===== src/rtl/pb_pkg.sv =====
`default_nettype none
// ============================================================================
//  Module      : pb_pkg
//  Description : Shared types and constants for the push-button counter
//                scheduler. Holds the update FSM state encoding, the digit
//                limit, the lockout timer width and the round-robin picker.
//  Revision    : 1.0  initial release
// ============================================================================
package pb_pkg;

  localparam int MAX_DIGITS = 4;
  localparam int LOCK_W     = 25;

  typedef enum logic [0:0] {
    IDLE = 1'b0,
    STEP = 1'b1
  } state_t;

  // Round-robin pick: returns {found, index}. It chooses the first pending
  // index at or above ptr, wrapping modulo n. The loop runs from the highest
  // offset down so that the smallest offset is the one that sticks.
  function automatic logic [2:0] rr_pick(input logic [MAX_DIGITS-1:0] pend,
                                         input logic [1:0]            ptr,
                                         input int                    n);
    logic [2:0] res;
    int         c;
    res = '0;
    c   = 0;
    for (int off = MAX_DIGITS - 1; off >= 0; off--) begin
      if (off < n) begin
        c = (int'(ptr) + off) % n;
        if (pend[c[1:0]]) begin
          res = {1'b1, c[1:0]};
        end
      end
    end
    return res;
  endfunction

endpackage
`default_nettype wire


===== src/rtl/pb_edge_lock.sv =====
`default_nettype none
// ============================================================================
//  Module      : pb_edge_lock
//  Description : One push-button front end: 2-flop synchronizer, rising-edge
//                detector, re-trigger lockout timer and a sticky pending flag
//                that the scheduler clears when it grants this button.
//  Ports       : clk      - system clock
//                rst      - synchronous, active-low reset
//                pb_raw   - raw asynchronous button input
//                en       - button is in use (tied low for unused digits)
//                clr      - clear the pending flag (grant for this button)
//                pending  - button press waiting for service
//  Revision    : 1.0  initial release
// ============================================================================
module pb_edge_lock
  import pb_pkg::*;
#(
  parameter logic [LOCK_W-1:0] LOCK_CYCLES = 25'h1FFFFFF
) (
  input  logic clk,
  input  logic rst,
  input  logic pb_raw,
  input  logic en,
  input  logic clr,
  output logic pending
);

  logic              sync1;
  logic              sync2;
  logic              sync_prev;
  logic [LOCK_W-1:0] timer;
  logic              rise;
  logic              take;

  assign rise = sync2 & ~sync_prev;
  // An edge counts only when the lockout has fully expired.
  assign take = rise & en & (timer == '0);

  always_ff @(posedge clk) begin
    if (!rst) begin
      // Synchronizer resets to 0 so a button held through reset release
      // still produces exactly one edge.
      sync1     <= 1'b0;
      sync2     <= 1'b0;
      sync_prev <= 1'b0;
      timer     <= '0;
      pending   <= 1'b0;
    end else begin
      sync1     <= pb_raw;
      sync2     <= sync1;
      sync_prev <= sync2;

      if (take) begin
        timer <= LOCK_CYCLES;
      end else if (timer != '0) begin
        timer <= timer - 1'b1;
      end

      // A new capture wins over a clear in the same cycle so no press is lost.
      if (take) begin
        pending <= 1'b1;
      end else if (clr) begin
        pending <= 1'b0;
      end
    end
  end

endmodule
`default_nettype wire


===== src/rtl/pb_cnt_sched.sv =====
`default_nettype none
// ============================================================================
//  Module      : pb_cnt_sched
//  Description : Push-button driven hex counter. Each button requests an
//                increment of its digit; requests are served round-robin by a
//                two-state update FSM that can ripple a carry one digit per
//                cycle when carry_en is high.
//  Ports       : clk      - system clock, rising edge
//                rst      - synchronous, active-low reset
//                pb       - raw buttons, pb[i] requests digit i
//                carry_en - 1: digits cascade, 0: digits independent
//                cnt_out  - digit i at bits [4i+3:4i]
//                grant    - one-hot single-cycle pulse of serviced button
//                busy     - FSM is in STEP
//                ovf      - top digit wrapped F->0 in carry mode
//  Revision    : 1.0  initial release
// ============================================================================
module pb_cnt_sched
  import pb_pkg::*;
#(
  parameter int                DIGITS      = 4,
  parameter logic [LOCK_W-1:0] LOCK_CYCLES = 25'h1FFFFFF
) (
  input  logic                  clk,
  input  logic                  rst,
  input  logic [3:0]            pb,
  input  logic                  carry_en,
  output logic [4*DIGITS-1:0]   cnt_out,
  output logic [3:0]            grant,
  output logic                  busy,
  output logic                  ovf
);

  localparam logic [1:0] LAST_IDX = 2'(DIGITS - 1);

  state_t                state;
  state_t                state_nxt;
  logic [MAX_DIGITS-1:0] pending;
  logic [MAX_DIGITS-1:0] pend_clr;
  logic [1:0]            rr_ptr;
  logic [1:0]            idx;
  logic [3:0]            digit [MAX_DIGITS];
  logic [2:0]            pick;
  logic                  digit_f;

  // --------------------------------------------------------------------------
  // Button front ends. All four are built; those above DIGITS are disabled so
  // they never raise a pending request.
  // --------------------------------------------------------------------------
  generate
    for (genvar i = 0; i < MAX_DIGITS; i++) begin : g_btn
      pb_edge_lock #(
        .LOCK_CYCLES (LOCK_CYCLES)
      ) u_lock (
        .clk     (clk),
        .rst     (rst),
        .pb_raw  (pb[i]),
        .en      (i < DIGITS),
        .clr     (pend_clr[i]),
        .pending (pending[i])
      );
    end
  endgenerate

  assign pick    = rr_pick(pending, rr_ptr, DIGITS);
  assign digit_f = (digit[idx] == 4'hF);
  assign busy    = (state == STEP);

  // --------------------------------------------------------------------------
  // FSM next state and pulse outputs
  // --------------------------------------------------------------------------
  always_comb begin
    state_nxt = state;
    grant     = '0;
    pend_clr  = '0;
    ovf       = 1'b0;
    case (state)
      IDLE: begin
        if (pick[2]) begin
          grant     = 4'b0001 << pick[1:0];
          pend_clr  = grant;
          state_nxt = STEP;
        end
      end
      STEP: begin
        // carry_en is looked at every step, so it can stop a chain midway.
        if (carry_en && digit_f) begin
          if (idx == LAST_IDX) begin
            ovf       = 1'b1;
            state_nxt = IDLE;
          end
        end else begin
          state_nxt = IDLE;
        end
      end
      default: state_nxt = IDLE;
    endcase
  end

  // --------------------------------------------------------------------------
  // State, pointer and digit registers
  // --------------------------------------------------------------------------
  always_ff @(posedge clk) begin
    if (!rst) begin
      state  <= IDLE;
      rr_ptr <= 2'd0;
      idx    <= 2'd0;
      for (int d = 0; d < MAX_DIGITS; d++) begin
        digit[d] <= 4'h0;
      end
    end else begin
      state <= state_nxt;

      if (state == IDLE && pick[2]) begin
        idx    <= pick[1:0];
        rr_ptr <= (pick[1:0] == LAST_IDX) ? 2'd0 : pick[1:0] + 2'd1;
      end

      if (state == STEP) begin
        digit[idx] <= digit[idx] + 4'd1;
        if (carry_en && digit_f && idx != LAST_IDX) begin
          idx <= idx + 2'd1;
        end
      end
    end
  end

  generate
    for (genvar i = 0; i < DIGITS; i++) begin : g_out
      assign cnt_out[4*i +: 4] = digit[i];
    end
  endgenerate

endmodule
`default_nettype wire


===== config.mk =====
export PLATFORM = sky130hd
export DESIGN_NAME = pb_cnt_sched
export DESIGN_NICKNAME = d
export VERILOG_FILES = /design/src/rtl/pb_pkg.sv /design/src/rtl/pb_edge_lock.sv /design/src/rtl/pb_cnt_sched.sv
export SDC_FILE = /design/constraint.sdc
export NUM_CORES = 1
export LEC_CHECK = 0
export ABC_AREA = 1
export CORE_MARGIN = 2
export CORE_UTILIZATION = 45
export CTS_CLUSTER_DIAMETER = 40
export DETAILED_ROUTE_END_ITERATION = 10
export GPL_TIMING_DRIVEN = 0
export SKIP_LAST_GASP = 1
export SYNTH_ARGS = -nofsm -noshare
export SYNTH_HDL_FRONTEND = slang
export SYNTH_SLANG_ARGS = --single-unit

===== constraint.sdc =====
create_clock -name clk -period 2.3 [get_ports clk]
set_input_delay 0.23 -clock clk [delete_from_list [all_inputs] [get_ports clk]]
set_output_delay 0.23 -clock clk [all_outputs]
set_load 0.03 [all_outputs]

* Word-level counts from Yosys, hierarchy flattened
Memory sizes are Yosys's and may differ from the RTL's. A register that Yosys moved wholly into a read port is not among the register bits.
Cells that the tools add are included.
** Storage, ports and cells
- Logic and storage cells :: 125
- Register bits after elaboration :: 121
- Memories :: 1
- Output and inout port bits :: 22
- RAM bits :: 16
- Input port bits :: 7
** Operators by class
- Mux-type cells :: 49
- $lt $le $gt $ge :: 4
- Add/subtract/negate cells :: 10
- Shift operators :: 1
- Bitwise gates (word level) :: 13
- Eq/ne operators :: 4
- Reductions and logical operators :: 20
** Memories
- digit :: depth 4, width 4, rd ports 5, clocked after memory_dff 1, write ports 4, RTL line pb_cnt_sched.sv:42 : logic [3:0] digit [MAX_DIGITS];
** Operators by type and width (number)
- 25-bit 2-to-1 mux :: 8
- 25-bit logical NOT :: 4
- 25-bit nonzero test :: 4
- 25-bit by 1-bit subtractor with 25-bit output (second input constant) :: 4
- 1-bit 2-to-1 mux :: 23
- 2-bit nonzero test :: 8
- 2-bit by 3-bit < comparator with 1-bit output (second input constant) :: 4
- 2-bit 2-to-1 mux :: 6
- 3-bit 2-to-1 mux :: 4
- 4-bit 2-to-1 mux :: 3
- 1-bit bitwise AND :: 8
- 1-bit binary-select mux with 2-bit select :: 4
- 2-bit by 1-bit adder with 2-bit output (second input constant) :: 3
- 1-bit NOT :: 5
- 2-bit adder (second input constant) :: 2
- 4-bit by 1-bit adder with 4-bit output (second input constant) :: 1
- 2-bit equality test (second input constant) :: 2
- 4-bit equality test (second input constant) :: 1
- 4-bit OR reduction :: 1
- 1-bit by 2-bit << shifter with 4-bit output (first input constant) :: 1
- 1-bit logical AND :: 3
- 2-bit != test (second input constant) :: 1
- 1-bit case mux with 2 select lines :: 1

* Depth between registers and ports, before layout
- Depth in word-level cells :: 12
- Mapped depth :: 15
- Depth with buffers taken out :: 14

* Cells and area by module
Synthesis repeated with hierarchy kept, for this count alone.
** Unflattened totals
- Cell total of the unflattened synthesis :: 1412
- Area, all modules :: 9106.2 µm²
** By module, submodules not included
- pb_edge_lock (g_btn[0].u_lock ...) :: instances 3, cells each 308, area each 1934.4 µm²
- pb_edge_lock (g_btn[3].u_lock) :: instances 1, cells each 307, area each 1950.6 µm²
- pb_cnt_sched :: instances 1, cells each 181, area each 1352.5 µm²

* Worst setup path after synthesis
No wires, ideal clock.
- Path kind :: reg2out
- Start :: register idx[0]
- End :: output port ovf
- Stages on the path, launching flop included :: 10
- Path slack :: 0.209 ns
- Path buffers :: 1
- Arrival :: 1.861 ns
- Path through :: dfxtp_1 -> buf_6 -> inv_4 -> nand2_2 -> inv_1 -> a22oi_1 -> o21ai_2 -> ha_1 -> nand2_1 -> nor3_1
** On the way
- Word-level cells in the longest chain between the ends :: 4
** RTL lines
- start: declaration :: RTL line pb_cnt_sched.sv:41 : logic [1:0] idx;
- start signal: assignment :: RTL line pb_cnt_sched.sv:115 : idx <= pick[1:0];
- start signal: assignment :: RTL line pb_cnt_sched.sv:122 : idx <= idx + 2'd1;
- 2-bit equality test :: RTL line pb_cnt_sched.sv:88 : if (idx == LAST_IDX) begin
- 1-bit 2-to-1 mux :: RTL line pb_cnt_sched.sv:88
- 1-bit 2-to-1 mux :: RTL line pb_cnt_sched.sv:87 : if (carry_en && digit_f) begin
- 1-bit 2-to-1 mux :: RTL line pb_cnt_sched.sv:77 : case (state)
- end: declaration :: RTL line pb_cnt_sched.sv:31 : output logic ovf
No other way between the ends.

* Final worst setup path
- Start :: register rr_ptr[0]
- End :: output port grant[3]
** On the way
- Word-level cells in the longest chain between the ends :: 10
- Elaborated cells on any way between the ends :: 18
** RTL lines
- start: declaration :: RTL line pb_cnt_sched.sv:40 : logic [1:0] rr_ptr;
- start signal: assignment :: RTL line pb_cnt_sched.sv:116 : rr_ptr <= (pick[1:0] == LAST_IDX) ? 2'd0 : pick[1:0] + 2'd1;
- 2-bit adder :: RTL line pb_pkg.sv:31 : c = (int'(ptr) + off) % n;
- 1-bit binary-select mux with 2-bit select :: RTL line pb_pkg.sv:32 : if (pend[c[1:0]]) begin
- 1-bit 2-to-1 mux (not written as such) :: RTL line pb_pkg.sv:32
- 3-bit 2-to-1 mux (3 in series) :: RTL line pb_pkg.sv:32
- 3-bit 2-to-1 mux (*) :: RTL line pb_pkg.sv:32
- 1-bit by 2-bit << shifter with 4-bit output :: RTL line pb_cnt_sched.sv:80 : grant = 4'b0001 << pick[1:0];
- 4-bit 2-to-1 mux (*) (2 in series)
- end: declaration :: RTL line pb_cnt_sched.sv:29 : output logic [3:0] grant,
Every way passes the cells marked *; elsewhere a longest branch is shown, timed or not. The select of a mux whose other input is x is not followed.

==> summary.md <==
| Metric | Value |
|---|---|
| Final Hold Vio Count | `0` |
| Clk_lat worst skew | `0.43 ns` |
| Crit end category | `output port` |
| Worst Setup SP | `rr_ptr[0]` |
| PortBufs | `27` |
| Crit-path max FO | `8` |
| Antenna-violating nets left | `0` |
| GRT Total Usage | `21.46%` |
| Synth top area share | `31.38%` |
| Vias | `7139` |
| Nets | `1193` |
| Cells on worst reg2reg path | `11` |
| RSZ-0062 raised after global routing | `yes` |
| Pin count of the biggest net entering global routing | `17` |
| # IOs | `29` |
| Pins over their slew limit | `0` |
| Crit path DAT | `2.07 ns` |
| Post-DP HPWL | `14.17 mm` |
| Filler cell count | `1658` |
| Hold crit path type | `input port to flip-flop` |
| Slew Limit Headroom | `51.50%` |
| Die height | `135.0 um` |
| Post-Synthesis Cells | `1116` |
| Drt total wl | `19.30 mm` |
| Initial drt markers | `429` |
| Share of layout cells above drive strength 1 | `15.24%` |
| Worst R2R End | `g_btn[0].u_lock.timer[16]` |
| H-tree levels | `4` |
| Initial Util | `46.22%` |
| Yosys warning count | `0` |
| Post-Layout Cell Count | `1408` |
| First-pass DRT Iterations | `5` |
| CP startpoint kind | `flip-flop` |
| CTS buffer count | `17` |
| Worst EP required | `2.07 ns` |
| FMAX | `0.4345 GHz` |
| Syn_nets | `1134` |
| DRC | `0` |
| Antenna Cells | `0` |
| Layout area overhead | `18.27%` |
| Post-synth top area cell | `dfxtp_1` |
| Worst r2r src | `g_btn[0].u_lock.timer[0]` |
| GR Overflow Total | `0` |
| Worst Tran Pin Value | `0.7274 ns` |
| Setup violators final | `1` |
| Synth Cell Area | `7720 um^2` |
| Syn_area_per_cell | `6.917 um^2` |
| HP Start | `rst` |
| Via density | `5.070` |
| Power Dens Cells | `1779 nW/um^2` |
| Post-layout util | `54.67%` |
| Placed Instances | `1363` |
| R2R Setup Slk | `0.36 ns` |
| Worst Hold End | `g_btn[0].u_lock.timer[15]` |
| Max_cap viols | `0` |
| Setup ws final | `-0.001564 ns` |
| First-pass GRT wire length | `31.07 mm` |
| CTS tree | `built` |
| DIE AREA | `18220 um^2` |
| Tcrit/Tclk final | `100.1%` |
| Clock transition at path regs | `0.06 ns` |
| Initial antenna violation count | `0` |
| Core ar. | `16700 um^2` |
| DR WL/cell | `13.71 um` |
| Worst vdd ir | `1045 uV` |
| # rows | `47` |
| Min cycle time layout | `2.302 ns` |
| WHS Path Cells | `3` |
| Status | `finished with violations` |
| Max clock buf depth | `2` |
| Die width | `135.0 um` |
| Violated checks | `setup timing` |
| Leak Pwr | `0.004167 uW` |
| Placer Congestion | `0.9028` |
| Root Driver | `clkbuf_16` |
| Vias in the first global route | `6426` |
| Area after DPL | `8265 um^2` |
| TritonCTS Sinks | `137` |
| Distinct cell type count of the synthesized netlist | `52` |
| Clock Skews | `0.01875 ns` |
| Top post-synthesis cells by area | `dfxtp_1 31%, nor2_1 11%, nand2_1 9.5%, inv_1 6.6%, edfxtp_1 6.2%` |
| Fin area | `9130 um^2` |
| CP Class | `flip-flop to output port` |
| Register area share after synthesis | `37.60%` |
| Yosys reg bits | `137` |
==> per-layer routing <==
layer | vias to the layer above | part of all wire (%) | GRT usage (%)
met5 | - | 0 | 0
met4 | 0 | 1.2 | 5.961
met3 | 25 | 3.3 | 5.030
met2 | 127 | 46 | 34.43
met1 | 3294 | 49 | 29.01
li1 | 3693 | - | -
==> sequential cells by signal, indices dropped and copies added (netlist names) <==
| signal | cells |
|---|---|
| g_btn.u_lock.timer | 100 |
| g_btn.u_lock.sync_prev | 4 |
| digit | 16 |
| g_btn.u_lock.pending | 4 |
| idx | 2 |
| g_btn.u_lock.sync1 | 4 |
| busy | 1 |
| g_btn.u_lock.sync2 | 4 |
| rr_ptr | 2 |
==> kinds of logic after synthesis <==
family,after synthesis,synth area share (%)
AND/OR/NAND/NOR,596,34.88
XOR/XNOR,53,6.013
buffers and inverters,184,9.870
flip-flops,137,37.60
AO/OA/AOI/OAI,135,9.854
adder cells (fa/ha/maj),11,1.783
==> area by class of cell <==
type                    instances  area, um^2  share of cell area [%]
multi-input cells             795        4213                   46.14
clock inverters                15       177.7                   1.946
inverters                     156       599.3                   6.564
flip-flops and latches        137        2905                   31.82
plain buffers                  26       156.4                   1.713
clock buffers                  17       425.4                   4.659
well taps                     220       275.3                   3.015
repair buffers                 42       377.9                   4.139
==> critical path, cell delays in order (launching register included) <==
cell and delay (ns):
dfxtp_2 0.32, buf_8 0.13, inv_8 0.08, nand2_2 0.06, nand2_2 0.11, nand2_2 0.07, nand2_2 0.07, inv_2 0.05
nand3_1 0.08, nand3_2 0.11, nand2_4 0.11, ha_4 0.13, inv_2 0.04, nor2_4 0.13, buf_6 0.14
==> placed cells by master (no fill, tap or decap), types with 22 or more instances in the layout <==
master             n
nor3_1            31
nor2_1           219
inv_1            129
xor2_1            29
dfxtp_1          119
o21ai_0           64
inv_2             23
nand3_1           57
clkdlybuf4s50_1   22
xnor2_1           24
nand2_1          176
nand2_2           24
==> Yosys cell counts, drive strengths merged <==
master,number
ha,11
o211ai,4
xnor2,24
o22ai,4
nand4,20
a31oi,17
or2,2
nor4,5
xor2,29
clkbuf,13
nor2,246
nor3b,4
and3,2
a22oi,2
inv,155
and2,5
nand3b,2
nand3,64
a21oi,19
a221oi,1
dfxtp,121
o21ai,82
a211oi,4
o211a,1
nand2,208
edfxtp,16
buf,15
nor3,38
clkinv,1
o221ai,1
==> power by group <==
part / switching (uW) / total, uW / internal (uW) / leakage [uW]
combinational: 5930 / 9420 / 3490 / 0.00273
sequential: 761 / 4030 / 3270 / 0.00116
clock: 1080 / 2790 / 1700 / 0.000283
total: 7770 / 16200 / 8470 / 0.00417
==> per-stage QoR <==
stage	hold WS, ns	TNS (ns)	worst slack [ns]	total power, uW
6_report	0.2809	-0.001564	-0.001564	16240
5_1_grt	0.3232	-0.3068	-0.1104	17750
4_1_cts	0.2862	-0.06188	-0.06188	15820
3_5_place_dp	0.3990	-0.7256	-0.2733	12870
3_3_place_gp	0.3968	-0.8020	-0.2913	12850
2_1_floorplan	0.3276	0	0.2091	11060
==> repair_timing <==
action / in CTS / in global routing
hold buffers: 0 / 0
endpoints found under the setup margin: 5 / 5
hold endpoints to repair: 0 / 0
pin swaps: 3 / 18
setup buffers: 3 / 12
resized for setup: 39 / 48
==> how the worst max path moves through the flow <==
stage | slack (ns) | to
floorplan | 0.21 | ovf
global placement | -0.29 | grant[3]
detailed placement | -0.27 | grant[3]
CTS | -0.06 | grant[3]
global route | -0.11 | grant[3]
finish | -0.002 | grant[3]
(Power assumes the default switching activity.)
